[config.mk]
export PLATFORM = sky130hd
export DESIGN_NAME = cmul_rr_scheduler_flat
export DESIGN_NICKNAME = d
export VERILOG_FILES = /design/src/rtl/cmul_rr_scheduler_if.sv /design/src/rtl/cmul_rr_scheduler.sv /design/src/flat_wrapper.sv
export SDC_FILE = /design/constraint.sdc
export NUM_CORES = 1
export LEC_CHECK = 0
export BUFFER_PORTS_ARGS = -buffer_cell sky130_fd_sc_hd__buf_2
export CAP_MARGIN = 25
export CORE_AREA = 2 2 202 204
export CTS_CLUSTER_DIAMETER = 150
export CTS_CLUSTER_SIZE = 25
export DETAILED_ROUTE_END_ITERATION = 8
export DIE_AREA = 0 0 204 206
export GPL_ROUTABILITY_DRIVEN = 0
export SLEW_MARGIN = 20
export SYNTH_ARGS = -nofsm -noshare
export SYNTH_HDL_FRONTEND = slang
export SYNTH_SLANG_ARGS = --single-unit
[constraint.sdc]
create_clock -name clk -period 4.8 [get_ports clk]
set_clock_uncertainty 0.2 [all_clocks]
set_input_delay 0.48 -clock clk [delete_from_list [all_inputs] [get_ports clk]]
set_output_delay 0.48 -clock clk [all_outputs]
set_load 0.03 [all_outputs]
[src/rtl/cmul_rr_scheduler_if.sv]
// Bundle between the requesters, the shared complex multiplier and the result consumer
// of cmul_rr_scheduler. The slave modport is the scheduler's view of the bundle.
interface cmul_rr_scheduler_if #(
    parameter int NREQ   = 4,
    parameter int AWIDTH = 18,
    parameter int BWIDTH = 18,
    parameter int IDW    = 2
);
    localparam int PW = AWIDTH + BWIDTH + 1;

    logic                     en;
    logic [NREQ-1:0]          req_mask;
    logic [NREQ-1:0]          req_valid;
    logic [NREQ-1:0]          req_ready;
    logic [NREQ*AWIDTH-1:0]   req_ar;
    logic [NREQ*AWIDTH-1:0]   req_ai;
    logic [NREQ*BWIDTH-1:0]   req_br;
    logic [NREQ*BWIDTH-1:0]   req_bi;
    logic [AWIDTH-1:0]        mul_ar;
    logic [AWIDTH-1:0]        mul_ai;
    logic [BWIDTH-1:0]        mul_br;
    logic [BWIDTH-1:0]        mul_bi;
    logic [PW-1:0]            mul_pr;
    logic [PW-1:0]            mul_pi;
    logic                     res_valid;
    logic [IDW-1:0]           res_id;
    logic [PW-1:0]            res_pr;
    logic [PW-1:0]            res_pi;
    logic                     idle;

    modport slave (
        input  en, req_mask, req_valid, req_ar, req_ai, req_br, req_bi, mul_pr, mul_pi,
        output req_ready, mul_ar, mul_ai, mul_br, mul_bi, res_valid, res_id, res_pr, res_pi, idle
    );

    modport master (
        output en, req_mask, req_valid, req_ar, req_ai, req_br, req_bi, mul_pr, mul_pi,
        input  req_ready, mul_ar, mul_ai, mul_br, mul_bi, res_valid, res_id, res_pr, res_pi, idle
    );
endinterface

[src/rtl/cmul_rr_scheduler.sv]
// Round-robin front end for one shared, fixed-latency pipelined complex multiplier.
// A {valid,id} shift pipe runs alongside the multiplier so every product comes back tagged.
module cmul_rr_scheduler #(
    parameter int NREQ    = 4,
    parameter int AWIDTH  = 18,
    parameter int BWIDTH  = 18,
    parameter int MUL_LAT = 6,
    parameter int IDW     = (NREQ > 1) ? $clog2(NREQ) : 1
) (
    input  logic                 clk,
    input  logic                 rst_n,
    cmul_rr_scheduler_if.slave   bus
);
    localparam int PW = AWIDTH + BWIDTH + 1;

    logic [IDW-1:0]      ptr_r;
    logic [NREQ-1:0]     elig_s;
    logic                found_s;
    logic                hit_s;
    logic [IDW-1:0]      gidx_s;
    logic [IDW-1:0]      ptr_nxt_s;
    logic                xfer_s;

    logic [AWIDTH-1:0]   mul_ar_r;
    logic [AWIDTH-1:0]   mul_ai_r;
    logic [BWIDTH-1:0]   mul_br_r;
    logic [BWIDTH-1:0]   mul_bi_r;

    // Entry 0 shadows the operand register; entries 1..MUL_LAT track the multiplier stages.
    logic [MUL_LAT:0]    pv_r;
    logic [IDW-1:0]      pid_r [MUL_LAT+1];

    logic                res_valid_r;
    logic [IDW-1:0]      res_id_r;
    logic [PW-1:0]       res_pr_r;
    logic [PW-1:0]       res_pi_r;

    assign elig_s = bus.req_valid & bus.req_mask & {NREQ{bus.en}};

    // First eligible requester searching from ptr upward with wrap-around
    always_comb begin
        found_s = 1'b0;
        hit_s   = 1'b0;
        gidx_s  = {IDW{1'b0}};
        for (int k = 0; k < NREQ; k++) begin
            hit_s   = ~found_s & elig_s[(int'(ptr_r) + k) % NREQ];
            gidx_s  = hit_s ? IDW'((int'(ptr_r) + k) % NREQ) : gidx_s;
            found_s = found_s | hit_s;
        end
    end

    assign xfer_s        = found_s & rst_n;
    assign bus.req_ready = xfer_s ? (NREQ'(1'b1) << gidx_s) : {NREQ{1'b0}};
    assign ptr_nxt_s     = (gidx_s == IDW'(NREQ - 1)) ? {IDW{1'b0}} : gidx_s + IDW'(1'b1);

    // Issue register: pointer advance and operand capture on a transfer
    always_ff @(posedge clk or negedge rst_n) begin
        if (!rst_n) begin
            ptr_r    <= {IDW{1'b0}};
            mul_ar_r <= {AWIDTH{1'b0}};
            mul_ai_r <= {AWIDTH{1'b0}};
            mul_br_r <= {BWIDTH{1'b0}};
            mul_bi_r <= {BWIDTH{1'b0}};
        end else if (xfer_s) begin
            ptr_r    <= ptr_nxt_s;
            mul_ar_r <= bus.req_ar[int'(gidx_s)*AWIDTH +: AWIDTH];
            mul_ai_r <= bus.req_ai[int'(gidx_s)*AWIDTH +: AWIDTH];
            mul_br_r <= bus.req_br[int'(gidx_s)*BWIDTH +: BWIDTH];
            mul_bi_r <= bus.req_bi[int'(gidx_s)*BWIDTH +: BWIDTH];
        end
    end

    // Tag pipe: shifts every cycle so it stays in lockstep with the non-stalling multiplier
    always_ff @(posedge clk or negedge rst_n) begin
        if (!rst_n) begin
            pv_r <= {(MUL_LAT+1){1'b0}};
            for (int j = 0; j <= MUL_LAT; j++) begin
                pid_r[j] <= {IDW{1'b0}};
            end
        end else begin
            pv_r     <= {pv_r[MUL_LAT-1:0], xfer_s};
            pid_r[0] <= gidx_s;
            for (int j = 1; j <= MUL_LAT; j++) begin
                pid_r[j] <= pid_r[j-1];
            end
        end
    end

    // Result register: capture the tagged product; data holds between strobes
    always_ff @(posedge clk or negedge rst_n) begin
        if (!rst_n) begin
            res_valid_r <= 1'b0;
            res_id_r    <= {IDW{1'b0}};
            res_pr_r    <= {PW{1'b0}};
            res_pi_r    <= {PW{1'b0}};
        end else begin
            res_valid_r <= pv_r[MUL_LAT];
            if (pv_r[MUL_LAT]) begin
                res_id_r <= pid_r[MUL_LAT];
                res_pr_r <= bus.mul_pr;
                res_pi_r <= bus.mul_pi;
            end
        end
    end

    assign bus.mul_ar    = mul_ar_r;
    assign bus.mul_ai    = mul_ai_r;
    assign bus.mul_br    = mul_br_r;
    assign bus.mul_bi    = mul_bi_r;
    assign bus.res_valid = res_valid_r;
    assign bus.res_id    = res_id_r;
    assign bus.res_pr    = res_pr_r;
    assign bus.res_pi    = res_pi_r;
    assign bus.idle      = ~|pv_r & ~res_valid_r;
endmodule

[src/flat_wrapper.sv]
// flat-port wrapper written by rule: the top's interface ports become plain ports
module cmul_rr_scheduler_flat 
#(
    parameter int NREQ    = 4,
    parameter int AWIDTH  = 18,
    parameter int BWIDTH  = 18,
    parameter int MUL_LAT = 6,
    parameter int IDW     = (NREQ > 1) ? $clog2(NREQ) : 1
)
  (clk, rst_n, bus_en, bus_req_mask, bus_req_valid, bus_req_ar, bus_req_ai, bus_req_br, bus_req_bi, bus_mul_pr, bus_mul_pi, bus_req_ready, bus_mul_ar, bus_mul_ai, bus_mul_br, bus_mul_bi, bus_res_valid, bus_res_id, bus_res_pr, bus_res_pi, bus_idle);
  cmul_rr_scheduler_if #(.NREQ(NREQ), .AWIDTH(AWIDTH), .BWIDTH(BWIDTH), .IDW(IDW)) bus_i ();
  input  logic clk;
  input  logic rst_n;
  input wire logic [$bits(bus_i.en)-1:0] bus_en;
  input wire logic [$bits(bus_i.req_mask)-1:0] bus_req_mask;
  input wire logic [$bits(bus_i.req_valid)-1:0] bus_req_valid;
  input wire logic [$bits(bus_i.req_ar)-1:0] bus_req_ar;
  input wire logic [$bits(bus_i.req_ai)-1:0] bus_req_ai;
  input wire logic [$bits(bus_i.req_br)-1:0] bus_req_br;
  input wire logic [$bits(bus_i.req_bi)-1:0] bus_req_bi;
  input wire logic [$bits(bus_i.mul_pr)-1:0] bus_mul_pr;
  input wire logic [$bits(bus_i.mul_pi)-1:0] bus_mul_pi;
  output wire logic [$bits(bus_i.req_ready)-1:0] bus_req_ready;
  output wire logic [$bits(bus_i.mul_ar)-1:0] bus_mul_ar;
  output wire logic [$bits(bus_i.mul_ai)-1:0] bus_mul_ai;
  output wire logic [$bits(bus_i.mul_br)-1:0] bus_mul_br;
  output wire logic [$bits(bus_i.mul_bi)-1:0] bus_mul_bi;
  output wire logic [$bits(bus_i.res_valid)-1:0] bus_res_valid;
  output wire logic [$bits(bus_i.res_id)-1:0] bus_res_id;
  output wire logic [$bits(bus_i.res_pr)-1:0] bus_res_pr;
  output wire logic [$bits(bus_i.res_pi)-1:0] bus_res_pi;
  output wire logic [$bits(bus_i.idle)-1:0] bus_idle;
  assign bus_i.en = bus_en;
  assign bus_i.req_mask = bus_req_mask;
  assign bus_i.req_valid = bus_req_valid;
  assign bus_i.req_ar = bus_req_ar;
  assign bus_i.req_ai = bus_req_ai;
  assign bus_i.req_br = bus_req_br;
  assign bus_i.req_bi = bus_req_bi;
  assign bus_i.mul_pr = bus_mul_pr;
  assign bus_i.mul_pi = bus_mul_pi;
  assign bus_req_ready = bus_i.req_ready;
  assign bus_mul_ar = bus_i.mul_ar;
  assign bus_mul_ai = bus_i.mul_ai;
  assign bus_mul_br = bus_i.mul_br;
  assign bus_mul_bi = bus_i.mul_bi;
  assign bus_res_valid = bus_i.res_valid;
  assign bus_res_id = bus_i.res_id;
  assign bus_res_pr = bus_i.res_pr;
  assign bus_res_pi = bus_i.res_pi;
  assign bus_idle = bus_i.idle;
  cmul_rr_scheduler #(.NREQ(NREQ), .AWIDTH(AWIDTH), .BWIDTH(BWIDTH), .MUL_LAT(MUL_LAT), .IDW(IDW)) u_core (.clk(clk), .rst_n(rst_n), .bus(bus_i));
endmodule
==> flow_summary.toml <==
[outcome]
status = "completed"

[clock_network]
insertion_delay_ns = 0.46
htreeDepth = 4
clk_path_buf_depth = 2
cts_buffers = 17
cts_tree = "built"
clock_sinks = 172
cts-root-buf = "clkbuf_16"
cts-resized-gates = 0
cts_setup_buffers = 0
clkTransAtPathRegs_ns = 0.08
postCtsHoldBufs = 1

[routing]
drtPass1Iterations = 5
initialDrtViolationCount = 348
wl_per_cell_um = 19.3
remaining_drc_errors = 0
vias_per_cell = 4.70
vias = 8237
dr_wl_met2_um = 17000
drt-total-wl_um = 33900
top_layer_used = "met5"
antenna_left = 0
met1Wirelength_um = 13300
wl_met3_um = 2700

[sta]
fmax_ghz = 0.307
fin_crit_ns = 3.25
finalSetupTns_ns = 0
min_period_over_period_pct = 67.8
setup_violations = 0
whs_ns = 0.0513
drv_slew = 0
slew_headroom_pct = 34.0
tightest_slew_ns = 0.990
hold_violations = 0
rsz0062_at_grt = "no"

[synth]
yosysMostFrequentCell = "dfrtp_1"
synth_top_area_share_pct = 50.0
ys_types = 34
syn_inst = 728
async_reset_ff_share_pct = 100
synth_nets = 1102
yosys-top-cells-count = "dfrtp_1, mux2_2, nor2_1"
synth_area_leaders = "dfrtp_1, mux2_2, mux2i_1"
synth-seq-area-share_pct = 50.0
synth_top_area_cell = "dfrtp_1"
synth_warnings = 0
ys_ff_latch = 172
yosys_most_used_dff = "dfrtp_1"
netlist_area_sq_um = 8600
syn_area_per_cell_sq_um = 11.8
synth_edf_count = 0

[power_and_ir_drop]
p_total_uw = 5150
p_leak_uw = 0.00584
peakVddDrop_v = 0.000243
p_per_area_nw_per_um2 = 418

[layout]
n_antenna_cell = 0
area_growth_pct = 43.1
drive_gt1_share_pct = 54.1
nFillCells = 4183
num-nets-final = 1584
fin_cells = 1754

[flow_run]
maxCapViolCount = 0

[place]
dp_cells = 1722
portBuffers = 526
dp_hpwl_um = 24900

[grt]
overflow = 0
antenna_found_initial = 4
grt_start_max_net_pins = 78
grt_pass1_vias = 8352
grt_use_total_pct = 15.5
grt_pass1_wl_um = 48500

[critical_path]
path_max_fanout = 12
crit_type = "flip-flop to output port"
end_kind = "output port"
start_kind = "flip-flop"
cp.required_ns = 4.12
crit_arrival_ns = 2.57

[floorplan]
fp-row-count = 74
dieArea_sq_um = 42000
placeableCoreArea_sq_um = 40200
ios = 527
dieWidth_um = 204
die_y_um = 206
start_util_pct = 21.4

[min_path]
hold_path_class = "input pin to flip-flop"
[layer usage]
layer  vias up  GRT usage [%]
met1      3939           17.5
met4         4           6.29
met5         -              0
li1       3798              -
met2       439           27.3
met3        57           4.46
[layout make-up]
type / instances / area, sq um / share of cell area [%]
clock buffer: 19 / 443 / 3.60
inverter: 5 / 20.0 / 0.163
multi-input combinational: 471 / 3940 / 32.0
sequential: 172 / 4310 / 35.0
clock inverter: 12 / 151 / 1.23
tap: 532 / 666 / 5.41
timing repair buffer: 543 / 2780 / 22.6
[cell families after synthesis]
kind of cell | synth area share [%]
buffers and inverters | 4.73
adders and majority gates | 0.145
AOI/OAI and AO/OA | 14.7
muxes | 18.3
and+or+nand+nor | 12.1
DFF | 50.0
[flip-flops by register name, summed over array words and instances (netlist names)]
name / flops
u_core.bus.res_pi: 37
u_core.bus.res_pr: 37
u_core.bus.mul_ai: 18
u_core.bus.mul_ar: 18
u_core.bus.mul_bi: 18
u_core.bus.mul_br: 18
u_core.pid_r: 14
u_core.pv_r: 7
u_core.bus.res_id: 2
u_core.ptr_r: 2
u_core.bus.res_valid: 1
[metrics by stage]
stage          utilization (%)  area (sq um)  setup slack, ns
2_1_floorplan                -          8600             1.79
3_3_place_gp              29.1         11700             1.55
3_5_place_dp              29.1         11700             1.56
4_1_cts                   30.6         12300             1.41
5_1_grt                   30.6         12300             1.42
6_report                  30.6         12300             1.55
[worst max-delay path, cell delays in order, from the launching register on]
cell and delay [ns]:
dfrtp_1 0.47, nand4bb_1 0.23, o311ai_4 0.14, or3_4 0.52
inv_2 0.13, ha_1 0.20, and2_1 0.20, buf_2 0.23
[where the power goes]
| group | internal [uW] | switching (uW) |
|---|---|---|
| Clock | 795 | 650 |
| Sequential | 1750 | 168 |
| Combinational | 598 | 1180 |
[layout by cell type, fill, tap and decap left out, drive strengths merged, types with 2 or more instances in the layout]
master / Yosys / routed
mux2i: 72 / 72
nor3: 3 / 3
buf: 28 / 541
or3: 2 / 2
dfrtp: 172 / 172
a21oi: 2 / 2
clkbuf: 52 / 20
nor2: 73 / 73
a2111oi: 72 / 72
inv: 5 / 11
nand2: 5 / 5
clkinv: 0 / 3
bufinv: 0 / 2
o21ai: 5 / 5
or4: 2 / 2
mux2: 76 / 76
nor4b: 72 / 72
and2: 7 / 7
a211oi: 72 / 72
[path summary, 6_finish.rpt]
| path | startpoint | end | slack (ns) | cells after the start |
|---|---|---|---|---|
| max | u_core.ptr_r[1]$_DFFE_PN0P_ | bus_req_ready[3] | 1.55 | 7 |
| min | bus_mul_pr[34] | u_core.bus.res_pr[34]$_DFFE_PN0P_ | 0.05 | 2 |
| max reg2reg | u_core.ptr_r[1]$_DFFE_PN0P_ | u_core.bus.mul_ar[6]$_DFFE_PN0P_ | 1.90 | 6 |
| min reg2reg | u_core.pid_r[8]$_DFF_PN0_ | u_core.pid_r[6]$_DFF_PN0_ | 0.14 | 0 |
| max in group asynchronous | rst_n | u_core.bus.res_pr[7]$_DFFE_PN0P_ | 2.60 | 4 |
| min in group asynchronous | rst_n | u_core.bus.mul_bi[1]$_DFFE_PN0P_ | 0.26 | 2 |
No activity file was read; power rests on OpenSTA's default activity.
